File: config.mk
export PLATFORM = sky130hd
export DESIGN_NAME = sram_arbiter
export DESIGN_NICKNAME = d
export VERILOG_FILES = /design/src/rtl/sram_pkg.sv /design/src/rtl/arb_pick2.sv /design/src/rtl/sram_arbiter.sv
export SDC_FILE = /design/constraint.sdc
export NUM_CORES = 1
export LEC_CHECK = 0
export CAP_MARGIN = 20
export CORE_AREA = 2 2 234 236
export CTS_CLUSTER_SIZE = 12
export DETAILED_ROUTE_END_ITERATION = 6
export DIE_AREA = 0 0 236 238
export PLACE_DENSITY_LB_ADDON = 0.2
export SYNTH_ARGS = -nofsm -noshare
export SYNTH_HDL_FRONTEND = slang
export SYNTH_HIERARCHICAL = 1
export SYNTH_SLANG_ARGS = --single-unit
File: constraint.sdc
create_clock -name clk -period 2.2 [get_ports clk]
set_input_delay 0.22 -clock clk [delete_from_list [all_inputs] [get_ports clk]]
set_output_delay 0.22 -clock clk [all_outputs]
set_load 0.03 [all_outputs]
File: src/rtl/sram_pkg.sv
// Shared types for the two-master SRAM arbiter: master ids and the
// byte-enable value that marks a lane as "not written" (all lanes = read).
package sram_pkg;

  typedef enum logic {
    M_DATA = 1'b0,
    M_INST = 1'b1
  } master_id_e;

  localparam logic WE_READ = 1'b0;

endpackage

File: src/rtl/arb_pick2.sv
// Two-requester grant picker: a lone requester always wins; on conflict the
// master named by prio wins. Purely combinational.
module arb_pick2
  import sram_pkg::*;
(
  input  logic       req0,
  input  logic       req1,
  input  master_id_e prio,
  output logic       gnt0,
  output logic       gnt1
);

  always_comb begin
    gnt0 = req0 && (!req1 || (prio == M_DATA));
    gnt1 = req1 && (!req0 || (prio == M_INST));
  end

endmodule

File: src/rtl/sram_arbiter.sv
// Arbitrates a data master (m0) and an instruction master (m1) onto one
// 1-cycle-latency SRAM. Define SRAM_ARBITER_RR_EN for round-robin conflicts;
// otherwise m0 always wins.
module sram_arbiter
  import sram_pkg::*;
#(
  parameter int LEN_ADDR = 64,
  parameter int LEN_DATA = 64
) (
  input  logic                  clk,
  input  logic                  rst,
  input  logic                  m0_ena,
  input  logic [LEN_ADDR-1:0]   m0_addra,
  input  logic [LEN_DATA-1:0]   m0_dina,
  input  logic [LEN_DATA/8-1:0] m0_wea,
  output logic                  m0_gnt,
  output logic                  m0_rvalid,
  output logic [LEN_DATA-1:0]   m0_douta,
  input  logic                  m1_ena,
  input  logic [LEN_ADDR-1:0]   m1_addra,
  input  logic [LEN_DATA-1:0]   m1_dina,
  input  logic [LEN_DATA/8-1:0] m1_wea,
  output logic                  m1_gnt,
  output logic                  m1_rvalid,
  output logic [LEN_DATA-1:0]   m1_douta,
  output logic [LEN_ADDR-1:0]   s_addra,
  output logic [LEN_DATA-1:0]   s_dina,
  output logic                  s_ena,
  output logic [LEN_DATA/8-1:0] s_wea,
  input  logic [LEN_DATA-1:0]   s_douta
);

  localparam int LEN_WE = LEN_DATA / 8;

  logic                     resp_pend_q, resp_pend_d;
  master_id_e               resp_owner_q, resp_owner_d;
  logic [1:0][LEN_DATA-1:0] douta_hold_q, douta_hold_d;
  logic                     req0, req1, pick0, pick1;
  master_id_e               prio;

`ifdef SRAM_ARBITER_RR_EN
  master_id_e last_gnt_q, last_gnt_d;

  // The master that did not win most recently gets priority on a conflict.
  assign prio = (last_gnt_q == M_DATA) ? M_INST : M_DATA;

  always_comb begin
    last_gnt_d = last_gnt_q;
    if (pick0)      last_gnt_d = M_DATA;
    else if (pick1) last_gnt_d = M_INST;
  end

  always_ff @(posedge clk) begin
    if (rst) last_gnt_q <= M_INST;
    else     last_gnt_q <= last_gnt_d;
  end
`else
  assign prio = M_DATA;
`endif

  assign req0 = m0_ena && !rst;
  assign req1 = m1_ena && !rst;

  arb_pick2 u_pick (
    .req0 (req0),
    .req1 (req1),
    .prio (prio),
    .gnt0 (pick0),
    .gnt1 (pick1)
  );

  always_comb begin
    m0_gnt  = pick0;
    m1_gnt  = pick1;
    s_ena   = (m0_ena || m1_ena) && !rst;
    s_addra = '0;
    s_dina  = '0;
    s_wea   = '0;
    if (pick0) begin
      s_addra = m0_addra;
      s_dina  = m0_dina;
      s_wea   = m0_wea;
    end else if (pick1) begin
      s_addra = m1_addra;
      s_dina  = m1_dina;
      s_wea   = m1_wea;
    end

    // Only a granted read expects data back on the next cycle.
    resp_pend_d  = (pick0 || pick1) && (s_wea == {LEN_WE{WE_READ}});
    resp_owner_d = pick1 ? M_INST : M_DATA;

    m0_rvalid = resp_pend_q && (resp_owner_q == M_DATA) && !rst;
    m1_rvalid = resp_pend_q && (resp_owner_q == M_INST) && !rst;

    douta_hold_d    = douta_hold_q;
    if (m0_rvalid) douta_hold_d[0] = s_douta;
    if (m1_rvalid) douta_hold_d[1] = s_douta;
    m0_douta = m0_rvalid ? s_douta : douta_hold_q[0];
    m1_douta = m1_rvalid ? s_douta : douta_hold_q[1];
  end

  always_ff @(posedge clk) begin
    if (rst) begin
      resp_pend_q  <= 1'b0;
      resp_owner_q <= M_DATA;
      douta_hold_q <= '0;
    end else begin
      resp_pend_q  <= resp_pend_d;
      resp_owner_q <= resp_owner_d;
      douta_hold_q <= douta_hold_d;
    end
  end

endmodule

-- Yosys cells after proc, flatten, opt, wreduce, memory -nomap -nowiden
Index checks and enable logic that the tools add are counted.
- output and inout bits: 269
- logic and storage cells: 28
- input bits: 340
- register bits after elaboration: 130
- mux-type cells: 9
- reduce and logical (&&, ||, !) cells: 14
- bitwise operators: 1
- operator list (kind ; number):
    64-bit two-way mux ; 6
    8-bit two-way mux ; 2
    1-bit logical AND ; 9
    8-bit logical NOT ; 1
    1-bit logical NOT ; 2
    1-bit logical OR ; 2
    1-bit two-way mux ; 1
    1-bit inverter ; 1

-- Depth between registers and ports, before layout
- word-level depth: 8
- depth in mapped cells: 9
- mapped depth without buffers: 5

-- Cells and area by module
Netlist, hierarchy kept.
- by module, submodules not included (module ; sequential area each (sq um) ; instances ; area each (sq um) ; cells each):
    sram_arbiter ; 2602.5 ; 1 ; 6964.2 ; 605
    arb_pick2 ; 0.0 ; 1 ; 18.8 ; 3

-- Worst setup path before layout
OpenSTA, ideal clock, no wires.
- kind: input port to output port
- from: input port rst
- to: output port s_dina[61]
- required time: 1980 ps
- arrival time: 2271 ps
- cell stages on the path: 8
- setup slack: -291 ps
- path buffers: 4
- cells stage by stage: buf_6 nor2b_1 a21boi_1 buf_2 clkbuf_1 buf_1 nand2_1 o21ai_0
- longest elaborated chain between the ends: 6
- elaborated cells on any way between the ends: 7
- those cells by class: mux: 2; reduce/logical: 5
- ends and longest elaborated chain (element ; RTL line ; source):
    start, declared ; sram_arbiter.sv:11 ; input logic rst,
    1-bit logical NOT * ; sram_arbiter.sv:61 ; assign req0 = m0_ena && !rst;
    1-bit logical AND * ; sram_arbiter.sv:61 ;
    named net req0 ; sram_arbiter.sv:38 ; logic req0, req1, pick0, pick1;
    1-bit logical NOT ; arb_pick2.sv:15 ; gnt1 = req1 && (!req0 || (prio == M_INST));
    1-bit logical AND ; arb_pick2.sv:15 ;
    64-bit two-way mux ; sram_arbiter.sv:83 ; end else if (pick1) begin
    64-bit two-way mux * ; sram_arbiter.sv:79 ; if (pick0) begin
    end, declared ; sram_arbiter.sv:27 ; output logic [LEN_DATA-1:0] s_dina,
The timed path passes the listed nets; every way through them passes the cells marked *.

-- Worst setup path in the final report
- from: register resp_pend_q
- to: output port m1_douta[44]
- longest elaborated chain between the ends: 3
- ends and longest elaborated chain (element ; RTL line ; source):
    start, declared ; sram_arbiter.sv:35 ; logic resp_pend_q, resp_pend_d;
    start signal, assigned ; sram_arbiter.sv:109 ; resp_pend_q <= resp_pend_d;
    1-bit logical AND (2 in a row) ; sram_arbiter.sv:94 ; m1_rvalid = resp_pend_q && (resp_owner_q == M_INST) && !rst;
    64-bit two-way mux ; -- ;
    end, declared ; sram_arbiter.sv:25 ; output logic [LEN_DATA-1:0] m1_douta,
Every way passes these cells.

==> impl_results.md <==
* Die ar. at 56170 sq um
* HP Class: in2reg
* Async S/R FF share, synth at 0%
* Synth unique cells at 26
* Post-detail-place hpwl at 40680 um
* #FFs+latches synth at 130
* Core Rows at 85
* Port buffer count at 608
* Cell area after layout at 16170 sq um
* Worst hold stages at 2
* Leakage at 7.240 nW
* VDD IR max at 0.3752 mV
* Pins Over Slew Limit at 0
* H-tree Lvls at 4
* Total CTS buffers at 17
* Vias in the first global route at 7809
* RR Startpoint: resp_pend_q$_SDFF_PP0_
* Fin Clk Skew at 0.01155 ns
* Remaining global-route overflow at 0
* Initial core utilization at 13.05%
* CTS tree: done
* Post-placement cell area at 14580 sq um
* Status: complete, no violations
* Tot GR Track Use at 16.38%
* Core area at 53500 sq um
* DR pass1 iterations at 4
* Clock transition at path regs at 0.06 ns
* Min-delay src: rst
* Drt wl/cell at 24.76 um
* Slew Limit Headroom at 45.63%
* Final setup margin at 0.03796 ns
* Via count at 7576
* Warnings from Yosys at 6
* WS Path Type: reg2out
* Max cap viols at 0
* Critical path arrival at 1.94 ns
* Synth top area share at 37.27%
* Crit-path max FO at 7
* Peak Freq at 0.4625 GHz
* RR Endpoint: douta_hold_q[92]$_SDFF_PP0_
* Hold Path Sink: resp_owner_q$_SDFF_PP0_
* Layout cell share with drive strength beyond 1 at 44.11%
* Post-Syn Area at 6983 sq um
* Latest clock arrival within the worst-skew pair at 0.44 ns
* Root buf cell: clkbuf_16
* Setup tns final at 0 ns
* Tightest Pin Transition at 0.8155 ns
* Mapped Cells at 608
* Area Overhead vs Synth at 131.6%
* Die width at 236 um
* Final hold violation count at 0
* Critical Path, Cell by Cell: buf_6 -> nand3b_4 -> clkbuf_16 -> buf_4 -> mux2_4 -> buf_2
* Largest cells by area after synthesis: dfxtp_1, mux2_4, a22o_1
* Final core occ at 30.23%
* Critical Path RT at 1.98 ns
* FF-to-FF setup slack at 0.47 ns
* Final #Nets at 1593
* Antenna-violating nets left at 0
* Yosys top cell by area: dfxtp_1
* Post-synth EDFFs at 0
* Number of primary I/O pins at 609
* First-pass GRT wire length at 63900 um
* WL final at 48860 um
* Slowest stage delay, CP at 0.34 ns
* Avg Cell Area, Syn at 11.49 sq um
* Initial antenna violation count at 27
* Pwr dens at 473.3 nW/um^2
* R2R depth at 7
* Crit end category: output port
* Drt drc at 0
* Critical path's slowest cell: dfxtp_2
* GP Congestion at 0.9405
* Die height at 238 um
* Longest Clk Path Bufs at 2
* Vias/cell at 3.840
* DRT iter0 DRCs at 286
* CTS Sinks at 130
* Crit start category: flop
* Sequential area share after synthesis at 37.27%
* Final period util at 98.27%
* Top_reg_cell synth: dfxtp_1
* Setup-failing EPs final at 0
* Pre-CTS setup slack at -0.2697 ns
* Pin count of the biggest net entering global routing at 77
* Unrepaired setup endpoints after global routing: true
* Final Critical Period at 2.162 ns
sequential cells by signal, indices dropped and copies added, names as in the netlist:
| register | count |
|---|---|
| resp_owner_q | 1 |
| resp_pend_q | 1 |
| douta_hold_q | 128 |
routing by layer:
metal	part of all wire, %	up-vias	track usage (%)
met5	0.22	-	0
met4	2.6	18	5.346
met3	7.8	69	6.097
met2	55	356	31.11
met1	35	3622	16.39
li1	-	3511	-
power breakdown:
part | internal (W) | switching (W)
clock network | 0.00175 | 0.00108
logic | 0.00136 | 0.00109
registers | 0.00237 | 0.00000390
total | 0.00548 | 0.00217
cells in the mapped netlist (all sizes together), types with 2 or more instances:
cell    number
and2b       49
o21ai        3
nor3         2
a21boi       2
inv          2
buf         27
dfxtp      130
nor2b       84
nor4b        2
clkbuf      33
a22o       134
mux2       128
nand2        4
stage by stage:
step | instances | power [W] | hold slack [ns]
2_1_floorplan | 609 | 0.003179 | 0.4464
4_1_cts | 1938 | 0.007729 | 0.04432
5_1_grt | 1966 | 0.007960 | 0.06077
3_5_place_dp | 1897 | 0.004728 | 0.5227
6_report | 1973 | 0.007653 | 0.05539
3_3_place_gp | 1897 | 0.004726 | 0.5214
layout make-up:
cell class                 count  area [sq um]
antenna                       12         30.03
clock buffer                  23         478.0
clock inverter                 8         103.9
fill                        5582         37330
inverter                       2         7.507
multi-input combinational    417          4469
sequential                   130          2605
tap                          696         870.8
timing repair buffer         685          7605
placed cells by master, fill, tap and decap left out, types with 2 or more instances in the layout:
cell type | Yosys | layout
clkdlybuf4s50_1 | 0 | 337
dfxtp_1 | 130 | 128
buf_4 | 1 | 112
mux2_4 | 98 | 101
buf_12 | 0 | 100
a22o_1 | 134 | 90
nor2b_1 | 84 | 81
buf_6 | 8 | 62
and2b_1 | 49 | 49
a22o_4 | 0 | 44
buf_2 | 11 | 36
mux2_2 | 30 | 27
clkbuf_16 | 0 | 24
clkbuf_2 | 0 | 14
diode_2 | 0 | 12
clkdlybuf4s15_2 | 0 | 8
buf_8 | 5 | 5
nand2_1 | 4 | 4
nor2b_4 | 0 | 3
clkbuf_8 | 0 | 3
clkbuf_1 | 33 | 3
clkinv_4 | 0 | 3
inv_1 | 2 | 2
nor4b_1 | 2 | 2
nor3_1 | 2 | 2
bufinv_16 | 0 | 2
clkinv_2 | 0 | 2
buf_16 | 0 | 2
dfxtp_2 | 0 | 2
conb_1 | 1 | 2
a21boi_4 | 0 | 2
repair_timing:
action | 4_1_cts | 5_1_grt
endpoints found under the setup margin | 248 | 138
buffers inserted | 8 | 16
resized for setup | 276 | 182
cloned | 2 | 7
pin swaps | 2 | 2
hold buffers | 0 | 0
critical path: cells and delay by family (launching register included):
family	cells	cell delay, ns
buffers and inverters	4	0.68
flip-flops	1	0.34
multiplexers	1	0.29
AND/OR/NAND/NOR	1	0.20
how the worst max path moves through the flow:
stage / start / to / slack [ns] / cells after the start
2_1_floorplan: rst / s_addra[60] / -0.08 / 8
5_1_grt: resp_pend_q$_SDFF_PP0_ / m1_douta[21] / -0.06 / 6
4_1_cts: resp_pend_q$_SDFF_PP0_ / m0_douta[62] / -0.09 / 5
3_5_place_dp: m0_ena / resp_pend_q$_SDFF_PP0_ / -0.27 / 8
6_report: resp_pend_q$_SDFF_PP0_ / m1_douta[44] / 0.04 / 6
3_3_place_gp: m0_ena / resp_pend_q$_SDFF_PP0_ / -0.29 / 8
cell families (layout without fill, tap and decap cells):
logic type             after synthesis  count (layout)  synth area share, %
other                                1              14              0.05370
DFF                                130             130                37.27
buffers and inverters               62             718                5.250
and+or+nand+nor                    146             146                14.10
AOI/OAI and AO/OA                  141             141                17.42
muxes                              128             128                25.91
No activity file was read; power rests on OpenSTA's default activity.
